**src/rtl/noc_buf_pkg.sv**
```systemverilog
// Shared defaults and helpers for NoC input buffering.
package noc_buf_pkg;

   localparam int unsigned DEF_DATA_W = 64;
   localparam int unsigned DEF_DEPTH  = 4;
   localparam int unsigned DEF_NUM_VC = 2;

   // Ceiling log2; returns 0 for n <= 1.
   function automatic int unsigned clog2(input int unsigned n);
      int unsigned r;
      r = 0;
      while ((32'd1 << r) < n) r++;
      return r;
   endfunction

endpackage

```
**src/rtl/vc_fifo.sv**
```systemverilog
// Single virtual-channel circular FIFO with first-word-fall-through head.
module vc_fifo
   import noc_buf_pkg::*;
#(
   parameter int unsigned DATA_W = DEF_DATA_W,
   parameter int unsigned DEPTH  = DEF_DEPTH
) (
   input  logic              clk,
   input  logic              reset,
   input  logic              push,
   input  logic              pop,
   input  logic [DATA_W-1:0] din,
   output logic [DATA_W-1:0] head,
   output logic              full,
   output logic              empty
);

   localparam int unsigned PTR_W = clog2(DEPTH);
   localparam int unsigned CNT_W = clog2(DEPTH + 1);

   logic [DATA_W-1:0] mem [DEPTH];
   logic [PTR_W-1:0]  wptr;
   logic [PTR_W-1:0]  rptr;
   logic [CNT_W-1:0]  count;

   // Caller qualifies push/pop; pointers wrap naturally since DEPTH is a power of two.
   always_ff @(posedge clk) begin
      if (reset) begin
         wptr  <= '0;
         rptr  <= '0;
         count <= '0;
         for (int unsigned i = 0; i < DEPTH; i++) mem[i] <= '0;
      end else begin
         if (push) begin
            mem[wptr] <= din;
            wptr      <= wptr + PTR_W'(1);
         end
         if (pop) rptr <= rptr + PTR_W'(1);
         case ({push, pop})
            2'b10:   count <= count + CNT_W'(1);
            2'b01:   count <= count - CNT_W'(1);
            default: count <= count;
         endcase
      end
   end

   assign head  = mem[rptr];
   assign full  = (count == CNT_W'(DEPTH));
   assign empty = (count == '0);

endmodule

```
**src/rtl/input_vc_buffer.sv**
```systemverilog
// Router input port buffer: one FIFO per virtual channel, VC decode, output mux, sticky errors.
module input_vc_buffer
   import noc_buf_pkg::*;
#(
   parameter int unsigned DATA_W = DEF_DATA_W,
   parameter int unsigned DEPTH  = DEF_DEPTH,
   parameter int unsigned NUM_VC = DEF_NUM_VC
) (
   input  logic                       clk,
   input  logic                       reset,
   input  logic [DATA_W-1:0]          di,
   input  logic                       WE,
   input  logic [clog2(NUM_VC)-1:0]   wr_vc,
   input  logic                       RE,
   input  logic [clog2(NUM_VC)-1:0]   rd_vc,
   output logic [DATA_W-1:0]          dout,
   output logic [NUM_VC-1:0]          full,
   output logic [NUM_VC-1:0]          empty,
   output logic                       err_ovf,
   output logic                       err_udf
);

   localparam int unsigned VC_W = clog2(NUM_VC);

   logic [DATA_W-1:0] head [NUM_VC];
   logic [NUM_VC-1:0] push;
   logic [NUM_VC-1:0] pop;

   // A full VC still takes a write when the same edge pops it.
   always_comb begin
      push = '0;
      pop  = '0;
      for (int unsigned v = 0; v < NUM_VC; v++) begin
         pop[v]  = RE && (rd_vc == VC_W'(v)) && !empty[v];
         push[v] = WE && (wr_vc == VC_W'(v)) && (!full[v] || pop[v]);
      end
   end

   for (genvar g = 0; g < NUM_VC; g++) begin : g_vc
      vc_fifo #(
         .DATA_W (DATA_W),
         .DEPTH  (DEPTH)
      ) u_fifo (
         .clk   (clk),
         .reset (reset),
         .push  (push[g]),
         .pop   (pop[g]),
         .din   (di),
         .head  (head[g]),
         .full  (full[g]),
         .empty (empty[g])
      );
   end

   always_ff @(posedge clk) begin
      if (reset) begin
         err_ovf <= 1'b0;
         err_udf <= 1'b0;
      end else begin
         if (WE && (push == '0)) err_ovf <= 1'b1;
         if (RE && empty[rd_vc]) err_udf <= 1'b1;
      end
   end

   assign dout = empty[rd_vc] ? '0 : head[rd_vc];

endmodule

```
**config.mk**
```make
export PLATFORM = sky130hd
export DESIGN_NAME = input_vc_buffer
export DESIGN_NICKNAME = d
export VERILOG_FILES = /design/src/rtl/noc_buf_pkg.sv /design/src/rtl/vc_fifo.sv /design/src/rtl/input_vc_buffer.sv
export SDC_FILE = /design/constraint.sdc
export NUM_CORES = 1
export LEC_CHECK = 0
export ABC_AREA = 1
export CORE_MARGIN = 2
export CORE_UTILIZATION = 60
export DETAILED_ROUTE_END_ITERATION = 10
export PLACE_DENSITY = 0.83
export SYNTH_ARGS = -nofsm -noshare
export SYNTH_HDL_FRONTEND = slang
export SYNTH_SLANG_ARGS = --single-unit
```
**constraint.sdc**
```tcl
create_clock -name clk -period 11.2 [get_ports clk]
set_input_delay 1.68 -clock clk [delete_from_list [all_inputs] [get_ports clk]]
set_output_delay 1.68 -clock clk [all_outputs]
set_load 0.01 [all_outputs]
```
Word-level counts from Yosys, hierarchy flattened --
Memory sizes are Yosys's and may differ from the RTL's. A register that Yosys moved wholly into a read port is not among the register bits. Index checks and enable logic that the tools add are counted.
Word-level totals: output and inout port bits 70, memories 2, flip-flop bits (word level) 16, logic and storage cells 78, memory bits (writable) 512, input port bits 70
Operators by class: equality and inequality tests 6, multiplexer cells 26, order comparisons 2, add/sub/neg operators 8, reductions and logical operators 23, bitwise gates (word level) 3
Memories:
- g_vc[0].u_fifo.mem | words 4, bits a word 64, read ports 1, clocked after Yosys merged registers in 1, wr ports 4, RTL line vc_fifo.sv:21 | logic [DATA_W-1:0] mem [DEPTH];
- g_vc[1].u_fifo.mem | words 4, bits a word 64, read ports 1, clocked after Yosys merged registers in 1, wr ports 4, RTL line vc_fifo.sv:21
Operators by type and width (count):
- $mux W64 | 6
- $reduce_or A64 Y1 | 2
- $mux W1 | 12
- $mux W2 | 6
- $pmux W3 S2 | 2
- $logic_and A1 B1 Y1 | 10
- $add A2 B1 Y2 const B | 4
- $add A3 B1 Y3 const B | 2
- $eq A3 B3 Y1 const B | 2
- $logic_not A3 Y1 | 2
- $sub A3 B1 Y3 const B | 2
- $eq A2 B1 Y1 const B | 2
- $eq A2 B2 Y1 const B | 2
- $logic_not A1 Y1 | 4
- $reduce_bool A2 Y1 | 2
- $ge A2 B2 Y1 const B | 1
- $logic_not A2 Y1 | 1
- $logic_or A1 B1 Y1 | 2
- $lt A1 B2 Y1 const B | 1
- $not A1 Y1 | 2
- $not A1 Y2 | 1

Depth between registers and ports, before layout --
word-level depth 10, depth in mapped cells 13

Modules after synthesis --
From an unflattened synthesis, not the netlist that was laid out.
Second synthesis, totals: cells, all modules 2479, area total of the unflattened synthesis 24968.9 µm²
Modules (own cells, without submodules):
- vc_fifo at g_vc[0].u_fifo | sequential area each 7867.5 µm², times used 1, area each 12059.1 µm², cells each 1085
- vc_fifo at g_vc[1].u_fifo | sequential area each 7867.5 µm², times used 1, area each 11397.2 µm², cells each 1029
- input_vc_buffer | sequential area each 40.0 µm², times used 1, area each 1512.7 µm², cells each 365

Worst setup path after synthesis --
No wires, ideal clock.
kind input to register, start point input rd_vc, end point memory g_vc[0].u_fifo.mem[0][0] (netlist name) (enable), slack 3.959 ns, buffers on the path 1, stages on the path 6, required time 10.626 ns, library setup time 0.574 ns, data arrival time 6.666 ns, cells stage by stage inv_2 -> nand2_1 -> nand3_2 -> nand4_1 -> buf_2 -> o21ai_0
RTL lines:
- start: declaration | RTL line input_vc_buffer.sv:15 | input logic [clog2(NUM_VC)-1:0] rd_vc,
- end: declaration | RTL line vc_fifo.sv:21

Worst setup path in the final report --
start point input rd_vc, end point output dout[27]
On the way: word-level cells in the longest chain between the ends 5
RTL lines:
- $not A1 Y2 (not written as such) | RTL line input_vc_buffer.sv:65 | assign dout = empty[rd_vc] ? '0 : head[rd_vc];
- $mux W64 (not written as such) (3 in a row) | RTL line input_vc_buffer.sv:65
- $mux W64 * | RTL line input_vc_buffer.sv:65
- end: declaration | RTL line input_vc_buffer.sv:16 | output logic [DATA_W-1:0] dout,
Every way passes the cells marked *; elsewhere a longest branch is shown, timed or not. The select of a mux whose other input is x is not followed.

==> key figures <==
Detailed routing
  • Vias per cell: 5.77
  • Highest routed layer: met4
  • DR vias: 19,868
  • Met1 Wirelength: 24,700 um
  • Starting DRC count in detailed routing: 2,363
  • # DRC: 0
  • DR WL met3: 7380 um
  • WL final: 69,500 um
  • Drt pass-1 iters: 6
  • Antenna-violating nets left: 0
  • Routed length per placed instance: 20.2 um
  • DR WL met2: 33,600 um

STA
  • Peak Freq: 173 MHz
  • Slew Limit Fails: 0
  • Setup WS post-layout: 5410 ps
  • Unrepaired setup endpoints after global routing: false
  • Setup_tns: 0 ps
  • Fin. Hold Viols: 0
  • Post-layout min period: 5790 ps
  • Clock Skew: 25.1 ps
  • Setup-failing EPs final: 0
  • Final period util: 0.517
  • Worst-margin pin slew: 1180 ps
  • Rel. slew slack: 0.212

Layout
  • # nets final: 2,935
  • Area growth from synthesis to layout: 12.3%
  • Share of cells above drive strength 1: 0.0881
  • Most frequent cells in the layout: 686 x nor2_1, 512 x edfxtp_1, 408 x inv_1, 375 x nand2_1, 196 x nand3_1
  • Finished Layout Cells: 3,445
  • Most common cell after layout, fill and taps aside: nor2_1

Critical path
  • Startpoint Class: input pin
  • Critical path required time: 9520 ps
  • Endpoint type of the worst setup path: output port
  • Crit Path Max Fanout: 64
  • Setup CP Type: input pin to output port
  • Crit path DAT: 4110 ps

Clock tree
  • Clock sinks: 532
  • Post_cts resized: 0
  • Longest Clk Path Bufs: 3
  • Number of setup buffers added after CTS: 0
  • CTS H-tree depth: 2
  • Clock Latency Late Sink: 610 ps
  • Total CTS buffers: 52
  • TritonCTS clock tree: built
  • CTS Root Cell: clkbuf_16
  • Cts hold-fix bufs: 0
  • CTS clock-pin slew for the worst setup and hold paths: 60 ps

Logic synthesis
  • Count of cell types in the netlist: 27
  • Syn avg cell area: 9.15 sq um
  • YS warnings: 0
  • Asr flop ratio synth: 0
  • Gate Count Post-Synth: 2,818
  • Top_reg_cell synth: edfxtp_1
  • Mapped Nets: 2,892
  • Post-Syn Area: 25,800 sq um
  • Post-synthesis sequential area ratio: 0.612
  • Number of flops mapped to enable cells by yosys: 512
  • #FFs+latches synth: 532

Floorplanning
  • Die Area: 44,600 sq um
  • Io pins: 140
  • FP Rows: 75
  • Starting Density: 0.612
  • Core Region: 42,100 sq um
  • Width of the die: 211 um
  • Chip height: 211 um

Global route
  • Largest net degree at the start of global routing: 100
  • Vias in the first global route: 19,805
  • GRT overflow: 0
  • Initial antenna violation count: 1
  • GRT Total Usage: 0.317
  • First-pass GRT wire length: 108,000 um

Placed design
  • Pre-CTS WS: 5420 ps
  • IO Port Bufs: 139
  • Post-placement cell count: 3,346
  • GP Congestion: 0.860
  • DP HPWL: 39,100 um

Pwr
  • Leak: 0.0122 uW
  • VDD IR max: 0.136 mV
  • Pwr per Cell Area: 163 nW/um^2

Run status
  • Status: completed

Worst hold path
  • Tightest Hold Check Type: flip-flop to flip-flop

Flow run
  • Max_cap viols: 0
[sequential cells by signal, indices dropped and copies added (netlist names), named ones only]
name / cells
g_vc.u_fifo.count: 6
err_ovf: 1
g_vc.u_fifo.rptr: 4
g_vc.u_fifo.mem: 512
g_vc.u_fifo.wptr: 4
err_udf: 1
[logic make-up after synthesis]
family / count (synthesis) / synth area share
flip-flops: 532 / 0.612
AO/OA/AOI/OAI: 159 / 0.0311
buffers and inverters: 595 / 0.0942
AND/OR/NAND/NOR: 1526 / 0.259
adder cells (fa/ha/maj): 4 / 0.00252
XOR/XNOR: 2 / 0.000680
[critical path: stages]
cell and delay [ps]:
buf_4 600, inv_2 110, nand3_1 120, nand2_1 80
inv_2 60, buf_4 570, nand2_1 130, nor2_1 140
clkdlybuf4s50_1 540
[synthesized netlist by cell type (3+ instances only)]
library cell / count / area share
nor2_1: 687 / 0.10
edfxtp_1: 512 / 0.60
inv_2: 6 / 0.00087
buf_12: 4 / 0.0031
buf_2: 59 / 0.011
o21ai_0: 146 / 0.028
nand3_2: 3 / 0.0012
nand2_1: 377 / 0.055
a21oi_1: 11 / 0.0021
nand3_1: 196 / 0.038
or2_2: 63 / 0.015
clkbuf_1: 82 / 0.012
dfxtp_1: 20 / 0.016
nor2_2: 27 / 0.0066
buf_6: 5 / 0.0022
nor3_1: 130 / 0.025
inv_1: 411 / 0.060
nand2_4: 39 / 0.017
buf_1: 23 / 0.0033
buf_4: 5 / 0.0015
[through the flow]
stage	power [uW]	hold WS (ps)	utilization	instance area, sq um
after CTS	4700	469	0.687	28900
after floorplan	2770	462	-	25800
after detailed placement	3020	457	0.648	27300
after global placement	3000	460	0.648	27300
after global routing	4850	485	0.687	28900
final	4700	474	0.687	28900
[power by group]
group	total, uW	internal, uW	switching, uW
clock	1710	969	739
sequential	2350	2300	47.1
combinational	649	223	427
total	4700	3490	1210
[metal layers]
| metal | GRT usage | vias to the layer above |
|---|---|---|
| met4 | 0.175 | 0 |
| met5 | 0 | - |
| li1 | - | 9062 |
| met3 | 0.0575 | 241 |
| met1 | 0.397 | 9327 |
| met2 | 0.524 | 1238 |
[area by class of cell]
class / instances / area (sq um)
clock buffer: 79 / 1460
inverter: 417 / 1570
sequential: 532 / 15800
antenna: 1 / 2.50
clock inverter: 19 / 168
timing repair buffer: 167 / 1600
multi-input combinational: 1691 / 7670
fill: 3055 / 13200
tap: 539 / 674
[path summary, 6_finish.rpt]
path	end	depth (start not counted)	from	slack [ps]
max	dout[27]	9	rd_vc	5410
min	err_ovf$_SDFFE_PP0P_	2	err_ovf$_SDFFE_PP0P_	470
max reg2reg	g_vc[0].u_fifo.mem[2][52]$_SDFFCE_PN0P_	4	g_vc[0].u_fifo.wptr[1]$_SDFFE_PP0P_	6970
min reg2reg	err_ovf$_SDFFE_PP0P_	2	err_ovf$_SDFFE_PP0P_	470
No activity file was read; power rests on OpenSTA's default activity.
